`src/rtl/fifo_rr_arb_pkg.sv`:
```
// Types and helpers shared by the round-robin FIFO arbiter and its picker.
package fifo_rr_arb_pkg;

  typedef enum logic {
    IDLE  = 1'b0,
    GRANT = 1'b1
  } arb_state_e;

  // Explicit wrap so the pointer stays legal for non-power-of-2 requester counts.
  function automatic int unsigned rr_next(int unsigned idx, int unsigned n);
    return (idx + 1 >= n) ? 32'd0 : idx + 1;
  endfunction

endpackage

```
`src/rtl/prim_util_pkg.sv`:
```
// Shared sizing helpers for the primitive library.
package prim_util_pkg;

  // Bits needed to index `value` items; a single item still needs one bit.
  function automatic integer vbits(integer value);
    return (value == 1) ? 1 : $clog2(value);
  endfunction

endpackage

```
`src/rtl/fifo_rr_arb_pick.sv`:
```
// Combinational rotating-priority picker: first set request at or after ptr, wrapping at N.
module fifo_rr_arb_pick
  import fifo_rr_arb_pkg::*;
#(
  parameter  int unsigned N    = 4,
  localparam int unsigned IdxW = prim_util_pkg::vbits(N)
) (
  input  logic [N-1:0]    req,
  input  logic [IdxW-1:0] ptr,
  output logic            found,
  output logic [IdxW-1:0] idx
);

  int unsigned     cand;
  logic [IdxW-1:0] cand_idx;

  // NOTE: every variable gets a default before the search so no path leaves
  // one unassigned, which would otherwise infer a latch.
  always_comb begin
    found    = 1'b0;
    idx      = '0;
    cand     = 0;
    cand_idx = '0;
    for (int unsigned off = 0; off < N; off++) begin
      cand = 32'(ptr) + off;
      if (cand >= N) cand = cand - N;
      cand_idx = IdxW'(cand);
      if (!found && req[cand_idx]) begin
        found = 1'b1;
        idx   = cand_idx;
      end
    end
  end

endmodule

```
`src/rtl/prim_fifo_sync.sv`:
```
// Synchronous valid/ready FIFO with optional pass-through, flush and under-reset write blocking.
module prim_fifo_sync #(
  parameter int unsigned Width             = 16,
  parameter bit          Pass              = 1'b1,
  parameter int unsigned Depth             = 4,
  parameter bit          OutputZeroIfEmpty = 1'b1,
  parameter bit          Secure            = 1'b0
) (
  input  logic             clk_i,
  input  logic             rst_ni,
  input  logic             clr_i,
  input  logic             wvalid_i,
  output logic             wready_o,
  input  logic [Width-1:0] wdata_i,
  output logic             rvalid_o,
  input  logic             rready_i,
  output logic [Width-1:0] rdata_o,
  output logic             err_o
);

  localparam int unsigned PtrW = prim_util_pkg::vbits(Depth);
  localparam int unsigned CntW = prim_util_pkg::vbits(Depth + 1);

  logic [Width-1:0] mem_q [Depth];
  logic [PtrW-1:0]  wptr_q, rptr_q;
  logic [CntW-1:0]  count_q;
  logic             under_rst_q;
  logic             empty, full, bypass, wr_en, rd_en;
  logic [Width-1:0] head;

  function automatic logic [PtrW-1:0] ptr_inc(logic [PtrW-1:0] p);
    return (p == PtrW'(Depth - 1)) ? '0 : p + 1'b1;
  endfunction

  assign empty    = (count_q == '0);
  assign full     = (count_q == CntW'(Depth));
  assign bypass   = Pass & empty;
  // Writes stay blocked for the first cycle after reset release.
  assign wready_o = ~full & ~under_rst_q;
  assign rvalid_o = bypass ? (wvalid_i & ~under_rst_q) : ~empty;
  assign wr_en    = wvalid_i & wready_o & ~(bypass & rready_i);
  assign rd_en    = rvalid_o & rready_i & ~bypass;
  assign head     = bypass ? wdata_i : mem_q[rptr_q];
  assign rdata_o  = (OutputZeroIfEmpty && !rvalid_o) ? '0 : head;
  assign err_o    = Secure && (32'(count_q) > Depth);

  // NOTE: sequential state is always updated with non-blocking assignments so
  // every flop samples the pre-edge values of the others.
  always_ff @(posedge clk_i or negedge rst_ni) begin
    if (!rst_ni) begin
      under_rst_q <= 1'b1;
    end else begin
      under_rst_q <= 1'b0;
    end
  end

  always_ff @(posedge clk_i or negedge rst_ni) begin
    if (!rst_ni) begin
      wptr_q  <= '0;
      rptr_q  <= '0;
      count_q <= '0;
    end else if (clr_i) begin
      wptr_q  <= '0;
      rptr_q  <= '0;
      count_q <= '0;
    end else begin
      if (wr_en) wptr_q <= ptr_inc(wptr_q);
      if (rd_en) rptr_q <= ptr_inc(rptr_q);
      count_q <= count_q + CntW'(wr_en) - CntW'(rd_en);
    end
  end

  // NOTE: the storage array has no reset; the pointers and count decide what
  // is valid, and OutputZeroIfEmpty hides stale contents.
  always_ff @(posedge clk_i) begin
    if (wr_en) mem_q[wptr_q] <= wdata_i;
  end

endmodule

```
`src/rtl/fifo_rr_arb.sv`:
```
// N buffered requesters sharing one valid/ready sink under a burst-bounded round-robin grant.
module fifo_rr_arb
  import fifo_rr_arb_pkg::*;
#(
  parameter  int unsigned N         = 4,
  parameter  int unsigned Width     = 16,
  parameter  int unsigned FifoDepth = 2,
  parameter  int unsigned MaxBurst  = 4,
  localparam int unsigned IdxW      = prim_util_pkg::vbits(N),
  localparam int unsigned BeatW     = prim_util_pkg::vbits(MaxBurst)
) (
  input  logic                  clk_i,
  input  logic                  rst_ni,
  input  logic                  clr_i,
  input  logic [N-1:0]          req_valid_i,
  output logic [N-1:0]          req_ready_o,
  input  logic [N-1:0][Width-1:0] req_data_i,
  output logic                  out_valid_o,
  input  logic                  out_ready_i,
  output logic [Width-1:0]      out_data_o,
  output logic [IdxW-1:0]       out_idx_o,
  output logic [N-1:0]          gnt_o,
  output logic                  busy_o,
  output logic                  err_o
);

  logic [N-1:0]            fifo_rvalid, fifo_rready, fifo_err;
  logic [N-1:0][Width-1:0] fifo_rdata;

  for (genvar i = 0; i < N; i++) begin : g_fifo
    prim_fifo_sync #(
      .Width            (Width),
      .Pass             (1'b0),
      .Depth            (FifoDepth),
      .OutputZeroIfEmpty(1'b1),
      .Secure           (1'b0)
    ) u_fifo (
      .clk_i   (clk_i),
      .rst_ni  (rst_ni),
      .clr_i   (clr_i),
      .wvalid_i(req_valid_i[i]),
      .wready_o(req_ready_o[i]),
      .wdata_i (req_data_i[i]),
      .rvalid_o(fifo_rvalid[i]),
      .rready_i(fifo_rready[i]),
      .rdata_o (fifo_rdata[i]),
      .err_o   (fifo_err[i])
    );
  end

  arb_state_e      state_q, state_d;
  logic [IdxW-1:0] gnt_idx_q, gnt_idx_d;
  logic [IdxW-1:0] rr_ptr_q, rr_ptr_d;
  logic [BeatW-1:0] beat_q, beat_d;
  logic            pick_found;
  logic [IdxW-1:0] pick_idx;
  logic            head_valid, handshake;

  fifo_rr_arb_pick #(.N(N)) u_pick (
    .req  (fifo_rvalid),
    .ptr  (rr_ptr_q),
    .found(pick_found),
    .idx  (pick_idx)
  );

  always_comb begin
    state_d     = state_q;
    gnt_idx_d   = gnt_idx_q;
    rr_ptr_d    = rr_ptr_q;
    beat_d      = beat_q;
    fifo_rready = '0;
    out_valid_o = 1'b0;
    out_data_o  = '0;
    gnt_o       = '0;
    head_valid  = 1'b0;
    handshake   = 1'b0;

    unique case (state_q)
      IDLE: begin
        if (pick_found) begin
          gnt_idx_d = pick_idx;
          beat_d    = '0;
          state_d   = GRANT;
        end
      end
      GRANT: begin
        head_valid             = fifo_rvalid[gnt_idx_q];
        handshake              = head_valid & out_ready_i;
        out_valid_o            = head_valid;
        out_data_o             = fifo_rdata[gnt_idx_q];
        gnt_o[gnt_idx_q]       = 1'b1;
        fifo_rready[gnt_idx_q] = out_ready_i;
        if (handshake) beat_d = beat_q + 1'b1;
        // Release on a full burst or once the granted FIFO has drained.
        if ((handshake && beat_q == BeatW'(MaxBurst - 1)) || !head_valid) begin
          state_d  = IDLE;
          rr_ptr_d = IdxW'(rr_next(32'(gnt_idx_q), N));
          beat_d   = '0;
        end
      end
      default: state_d = IDLE;
    endcase

    // Flush wins over any transition; the beat handshaken this cycle still leaves.
    if (clr_i) begin
      state_d   = IDLE;
      gnt_idx_d = '0;
      rr_ptr_d  = '0;
      beat_d    = '0;
    end
  end

  always_ff @(posedge clk_i or negedge rst_ni) begin
    if (!rst_ni) begin
      state_q   <= IDLE;
      gnt_idx_q <= '0;
      rr_ptr_q  <= '0;
      beat_q    <= '0;
    end else begin
      state_q   <= state_d;
      gnt_idx_q <= gnt_idx_d;
      rr_ptr_q  <= rr_ptr_d;
      beat_q    <= beat_d;
    end
  end

  assign out_idx_o = gnt_idx_q;
  assign busy_o    = (|fifo_rvalid) | (state_q == GRANT);
  assign err_o     = |fifo_err;

endmodule

```
`config.mk`:
```
export PLATFORM = sky130hd
export DESIGN_NAME = fifo_rr_arb
export DESIGN_NICKNAME = d
export VERILOG_FILES = /design/src/rtl/fifo_rr_arb_pkg.sv /design/src/rtl/prim_util_pkg.sv /design/src/rtl/fifo_rr_arb_pick.sv /design/src/rtl/prim_fifo_sync.sv /design/src/rtl/fifo_rr_arb.sv
export SDC_FILE = /design/constraint.sdc
export NUM_CORES = 1
export LEC_CHECK = 0
export CORE_UTILIZATION = 50
export DETAILED_ROUTE_END_ITERATION = 16
export GPL_ROUTABILITY_DRIVEN = 0
export GPL_TIMING_DRIVEN = 0
export PLACE_DENSITY = 0.75
export SETUP_SLACK_MARGIN = 0.5
export SLEW_MARGIN = 30
export SYNTH_ARGS = -nofsm -noshare
export SYNTH_HDL_FRONTEND = slang
export SYNTH_SLANG_ARGS = --single-unit
```
`constraint.sdc`:
```
create_clock -name clk_i -period 3.18 [get_ports clk_i]
set_clock_uncertainty 0.15 [all_clocks]
set_input_delay 0.318 -clock clk_i [delete_from_list [all_inputs] [get_ports clk_i]]
set_output_delay 0.318 -clock clk_i [all_outputs]
set_load 0.01 [all_outputs]
```
Word level (Yosys, flattened, before mapping)
Memory sizes are Yosys's and may differ from the RTL's.
Index checks and enable logic that the tools add are counted.

cells by class
  add/sub/neg operators = 25
  $mul = 0
  divide/modulo/power cells = 0
  magnitude comparators = 11
  equality and inequality tests = 8
  shifts and indexed selects = 0
  muxes and demuxes = 86
  bitwise logic cells = 25
  reductions and logical operators = 29

operators with widths
  operator                                                  count
  2-to-1 mux 16 bit                                         6
  2-to-1 mux 1 bit                                          46
  2-to-1 mux 2 bit                                          23
  binary-select mux 16 bit (select 2 bit)                   1
  nonzero test 2 bit                                        11
  < comparator 2 x 3 -> 1 bit, second input constant        5
  AND 1 bit                                                 13
  greater-or-equal comparator 3 bit, second input constant  4
  binary-select mux 1 bit (select 2 bit)                    5
  == test 2 bit, second input constant                      5
  inverter 1 bit                                            10
  adder 1 bit, second input constant                        8
  adder 2 x 1 -> 2 bit                                      4
  logical NOT 2 bit                                         4
  2-to-1 mux 4 bit                                          2
  subtractor 2 x 1 -> 2 bit                                 4
  subtractor 2 x 1 -> 2 bit, second input constant          4
  adder 2 x 1 -> 3 bit, second input constant               2
  adder 2 x 2 -> 3 bit, second input constant               2
  AND reduction 2 bit                                       3
  logical AND 1 bit                                         5
  AND 4 bit                                                 1
  logical NOT 1 bit                                         4
  inequality test 4 x 2 -> 1 bit, second input constant     1
  other kinds (11)                                          11

word-level totals
  register bits after elaboration = 24
  bits in latches = 0
  RAM bits = 128
  bits in read-only memories = 0
  bits of input ports = 72
  output and inout port bits = 29
  logic and storage cells = 205
  memories = 4

memory list
  name                    depth  width  read ports  clocked after Yosys merged registers in  write ports  line                  text
  g_fifo[0].u_fifo.mem_q  2      16     1           0                                        1            prim_fifo_sync.sv:24  logic [Width-1:0] mem_q [Depth];
  g_fifo[1].u_fifo.mem_q  2      16     1           0                                        1            prim_fifo_sync.sv:24
  g_fifo[2].u_fifo.mem_q  2      16     1           0                                        1            prim_fifo_sync.sv:24
  g_fifo[3].u_fifo.mem_q  2      16     1           0                                        1            prim_fifo_sync.sv:24

Logic depth before layout (Yosys ltp)
  depth in word-level cells = 17
  gate-level depth with buffers = 12
  mapped depth without buffers = 10

Cells and area by module
Synthesis repeated with hierarchy kept, for this count alone.

second synthesis, totals
  cells, all modules = 498
  area, all modules = 7085.5 sq um

by module, submodules not included
  module            times used  cells an instance  area each (sq um)  seq. area each (sq um)
  prim_fifo_sync    4           97                 1485.2             1087.3
  fifo_rr_arb       1           95                 1067.3             175.2
  fifo_rr_arb_pick  1           15                 77.6               0.0

Least setup slack after synthesis
OpenSTA, ideal clock, no wires.

  path kind = register to register
  start = register gnt_idx_q[1] (netlist: out_idx_o[1])
  end = register g_fifo[0].u_fifo.count_q[1]
  setup time = 0.132 ns
  data arrival time = 2.424 ns
  data required time = 2.898 ns
  slack = 0.474 ns
  cell stages (with the launch flop) = 13
  path buffers = 2
  clock period less this slack = 2.706 ns
  cell sequence = dfrtp_1 -> buf_4 -> clkinv_1 -> clkbuf_1 -> ha_1 -> and2_1 -> and3_2 -> ha_1 -> inv_1 -> ha_1 -> xor2_1 -> xnor2_1 -> nor2_1

between the ends
  cells in the longest elaborated chain, start to end = 9
  elaborated cells between the ends (all ways) = 10
  classes of those cells = add/sub: 1; order compare: 2; mux: 4; bitwise: 2; reduce/logical: 1

RTL lines
  what                                                                                                                    line                  text
  from (decl)                                                                                                             fifo_rr_arb.sv:52     logic [IdxW-1:0] gnt_idx_q, gnt_idx_d;
  from (signal assigned)                                                                                                  fifo_rr_arb.sv:121    gnt_idx_q <= gnt_idx_d;
  < comparator 2 x 3 -> 1 bit (not written as such) / greater-or-equal comparator 2 x 1 -> 1 bit (equally long branches)  fifo_rr_arb.sv:92     fifo_rready[gnt_idx_q] = out_ready_i;
  logical AND 1 bit (not written as such)                                                                                 fifo_rr_arb.sv:92
  2-to-1 mux 1 bit (not written as such)                                                                                  fifo_rr_arb.sv:92
  demux 1 bit (select 2 bit) *                                                                                            fifo_rr_arb.sv:92
  AND 4 bit (no source line) *                                                                                            n/a
  2-to-1 mux 4 bit *                                                                                                      fifo_rr_arb.sv:78     unique case (state_q)
  AND 1 bit *                                                                                                             prim_fifo_sync.sv:42  assign rd_en = rvalid_o & rready_i & ~bypass;
  subtractor 2 x 1 -> 2 bit *                                                                                             prim_fifo_sync.sv:69  count_q <= count_q + CntW'(wr_en) - CntW'(rd_en);
  2-to-1 mux 2 bit *                                                                                                      prim_fifo_sync.sv:62  end else if (clr_i) begin
  to (signal assigned)                                                                                                    prim_fifo_sync.sv:69
  to (decl)                                                                                                               prim_fifo_sync.sv:26  logic [CntW-1:0] count_q;

Every way passes the cells marked *; elsewhere a longest branch is shown, timed or not.
A chain may end at the register's enable or synchronous reset.

Worst setup path in the final report
  start = register g_fifo[3].u_fifo.count_q[1]
  end = output port busy_o

between the ends
  cells in the longest elaborated chain, start to end = 4

RTL lines
  what                    line                  text
  from (decl)             prim_fifo_sync.sv:26
  from (signal assigned)  prim_fifo_sync.sv:69
  logical NOT 2 bit       prim_fifo_sync.sv:35  assign empty = (count_q == '0);
  inverter 1 bit          prim_fifo_sync.sv:40  assign rvalid_o = bypass ? (wvalid_i & ~under_rst_q) : ~empty;
  OR reduction 4 bit      fifo_rr_arb.sv:128    assign busy_o = (|fifo_rvalid) | (state_q == GRANT);
  bitwise OR 1 bit        fifo_rr_arb.sv:128
  to (decl)               fifo_rr_arb.sv:23     output logic busy_o,

No other way between the ends.

==> summary.txt <==
Place
  – Port bufs: 98
  – DPL Wire Length: 9580 um
  – Post-Place Cells: 698

Route
  – DRT Wirelength: 13,800 um
  – Initial drt markers: 302
  – DR pass1 iterations: 5
  – # DRC: 0
  – Post-DR vias/cell: 5.49
  – Post-DRT Antenna Nets: 0
  – WL/cell: 18.5 um
  – Vias: 4,075

GRT
  – All-Layer GR Usage: 21.9%
  – Largest net degree at the start of global routing: 25
  – Initial antenna violation count: 0
  – Vias in the first global route: 4,074
  – First-pass GRT wire length: 21,400 um
  – Grt total ovfl: 0

Final layout
  – Share of layout cells above drive strength 1: 15.6%
  – Ant. Diodes: 0
  – Area grow syn2layout: 31.2%
  – Non-filler instance count after layout: 742
  – Fill cells: 920
  – Nets: 642
  – Fin util: 67.6%

Power
  – PD cells: 617 nW/um2
  – LEAKAGE: 0.00321 uW
  – NetSw: 1460 uW
  – Peak VDD IR: 0.000358 V
  – Sw Ratio: 27.6%
  – Clock group share of total power: 35.5%
  – Gate power share: 20.1%
  – Internal: 3830 uW
  – Power share of the sequential group: 44.4%
  – Final Total Pwr: 5280 uW

Clocking
  – Worst-path clk slew: 0.07 ns
  – CTS Buf Count: 17
  – Clk Latency, worst-skew pair: 0.41 ns
  – Root buf cell: clkbuf_16
  – H-tree depth: 4
  – Count of clock tree sinks: 152
  – TritonCTS clock tree: yes
  – Clock Path Buffers: 2

Synth
  – Main synth FF type: edfxtp_1
  – Synthesis Warnings: 0
  – Synth area leader: edfxtp_1
  – Fraction of registers with async set/reset: 15.8%
  – Top-count cell post-synth: edfxtp_1
  – Most instantiated cells after synthesis: edfxtp_1 (128), mux2i_1 (65), o221ai_1 (32), dfrtp_1 (23), nor2_1 (21)
  – Yosys cell types: 44
  – Cells after synthesis: 427
  – Seq cells post-synth: 152
  – Yosys top cell area share: 58.9%
  – Post-Syn Area: 6520 um2
  – Syn_area_per_cell: 15.3 um2
  – EDFF count, synth: 128
  – Post-synthesis sequential area ratio: 68.1%
  – Ranking of synthesized cells by area: edfxtp_1 (59%), mux2i_1 (10%), dfrtp_1 (8.8%)

Setup path
  – Crit Path Category: reg -> out
  – R2R Setup Slk: 0.63 ns
  – Crit path launch type: register
  – Worst EP required: 2.71 ns
  – Crit path DAT: 2.26 ns
  – Reg2Reg Launch Point: out_idx_o[1]
  – Crit Reg-Reg Endpoint: g_fifo[0].u_fifo.count_q[1]
  – Register-to-Register Path Depth: 12
  – Critical path endpoint category: output port
  – Crit-path max FO: 5
  – Critical path origin: g_fifo[3].u_fifo.count_q[1]
  – Crit path to: busy_o

STA
  – Setup-failing EPs final: 0
  – Slew HR: 42.0%
  – Tmin final: 2.73 ns
  – Worst-Margin Slew: 0.866 ns
  – Hold Slack: 0.282 ns
  – Max Slew Vio Count: 0
  – Fin Setup TNS: 0 ns
  – RSZ-0062 raised after global routing: true
  – Period utilization: 85.7%
  – Final Hold Viols: 0
  – Max Clock Freq: 0.367 GHz

Die
  – Die H: 116 um
  – Die Wd: 116 um
  – Core Box Area: 12,700 um2
  – IO Count: 101
  – DIE AREA: 13,500 um2
  – Row cnt: 41
  – Starting Density: 51.5%

Run
  – Maxcap violations: 0

Outcome
  – Status: completed

Min path
  – Tightest Hold Check Type: in -> async
-- area by class of cell --
cell class	instances	area (um2)	share of cell area, %
buffer	28	246	2.88
clock buffer	17	425	4.97
clock inverter	15	130	1.52
inverter	16	65.1	0.760
multi-input combinational	232	1950	22.8
sequential	152	4450	52.0
tap	172	215	2.51
timing repair buffer	110	1080	12.6
-- logic make-up after synthesis --
group,synth area share [%]
AO/OA/AOI/OAI,6.87
XOR/XNOR,2.15
adder cells (fa/ha/maj),2.49
buffers and inverters,3.20
flip-flops,68.1
multiplexers,10.7
other,0.0575
AND/OR/NAND/NOR,6.37
-- power groups by stage --
stage / registers [uW] / clock network, uW / logic, uW
2_1_floorplan: 2370 / 0 / 504
3_3_place_gp: 2380 / 0 / 880
3_5_place_dp: 2390 / 0 / 904
4_1_cts: 2340 / 1900 / 1030
5_1_grt: 2350 / 1990 / 1140
6_report: 2350 / 1880 / 1060
-- placed cells by master, fill, tap and decap left out, drive strengths merged, types with 3 or more instances in the layout --
cell,Yosys,routed
a211oi,6,6
a21oi,8,8
and2,9,9
and3,20,20
buf,16,29
clkbuf,12,27
clkdlybuf4s50,0,80
clkinv,1,4
clkinvlp,0,3
dfrtp,23,23
dlygate4sd2,0,12
dlymetal6s2s,0,5
edfxtp,128,128
ha,13,13
inv,15,24
mux2i,65,65
nand2,7,7
nor2,21,21
nor2b,10,10
o221ai,32,32
or2,4,4
xnor2,12,12
xor2,4,4
-- critical path: stages, from the launching register on --
cell and delay, ns:
dfrtp_1 0.39, buf_4 0.16, or4_1 0.49, nor4_4 0.25
inv_1 0.07, clkdlybuf4s50_1 0.48
-- what timing repair did --
item / CTS / global route
setup buffers: 6 / 3
hold endpoints to repair: 24 / 0
setup endpoints to repair: 24 / 30
hold buffers: 2 / 0
gates resized for setup: 57 / 14
cloned: 1 / 0
pin swaps: 0 / 4
-- flip-flops by register name (all words and copies together), names as in the netlist --
register	cells
g_fifo.u_fifo.wptr_q	4
out_idx_o	2
rr_ptr_q	2
g_fifo.u_fifo.under_rst_q	1
g_fifo.u_fifo.rptr_q	4
g_fifo.u_fifo.mem_q	128
beat_q	2
g_fifo.u_fifo.count_q	8
state_q	1
-- metal layers --
metal | global-route usage [%] | share of wire [%]
met5 | 0 | 0
met4 | 6.84 | 1.5
met3 | 4.98 | 6.8
met2 | 36.6 | 50
met1 | 28.6 | 42
-- metrics by stage --
stage	worst slack, ns	cell area [um2]
floorplan	0.515	6530
global placement	0.0903	7720
detailed placement	0.193	7730
CTS	0.379	8500
global route	0.373	8560
finish	0.455	8560
-- worst min path at each step --
| stage | startpoint | end | slack, ns | cells past startpoint |
|---|---|---|---|---|
| floorplan | rst_ni | beat_q[0] | -0.13 | 0 |
| global placement | beat_q[1] | beat_q[1] | 0.37 | 2 |
| detailed placement | rst_ni | g_fifo[1].u_fifo.count_q[1] | 0.21 | 1 |
| CTS | rst_ni | g_fifo[1].u_fifo.count_q[1] | 0.29 | 2 |
| global route | req_data_i[48] | g_fifo[3].u_fifo.mem_q[1][0] | 0.32 | 1 |
| finish | rst_ni | g_fifo[1].u_fifo.count_q[1] | 0.28 | 2 |
Power figures use the tool's default switching activity.
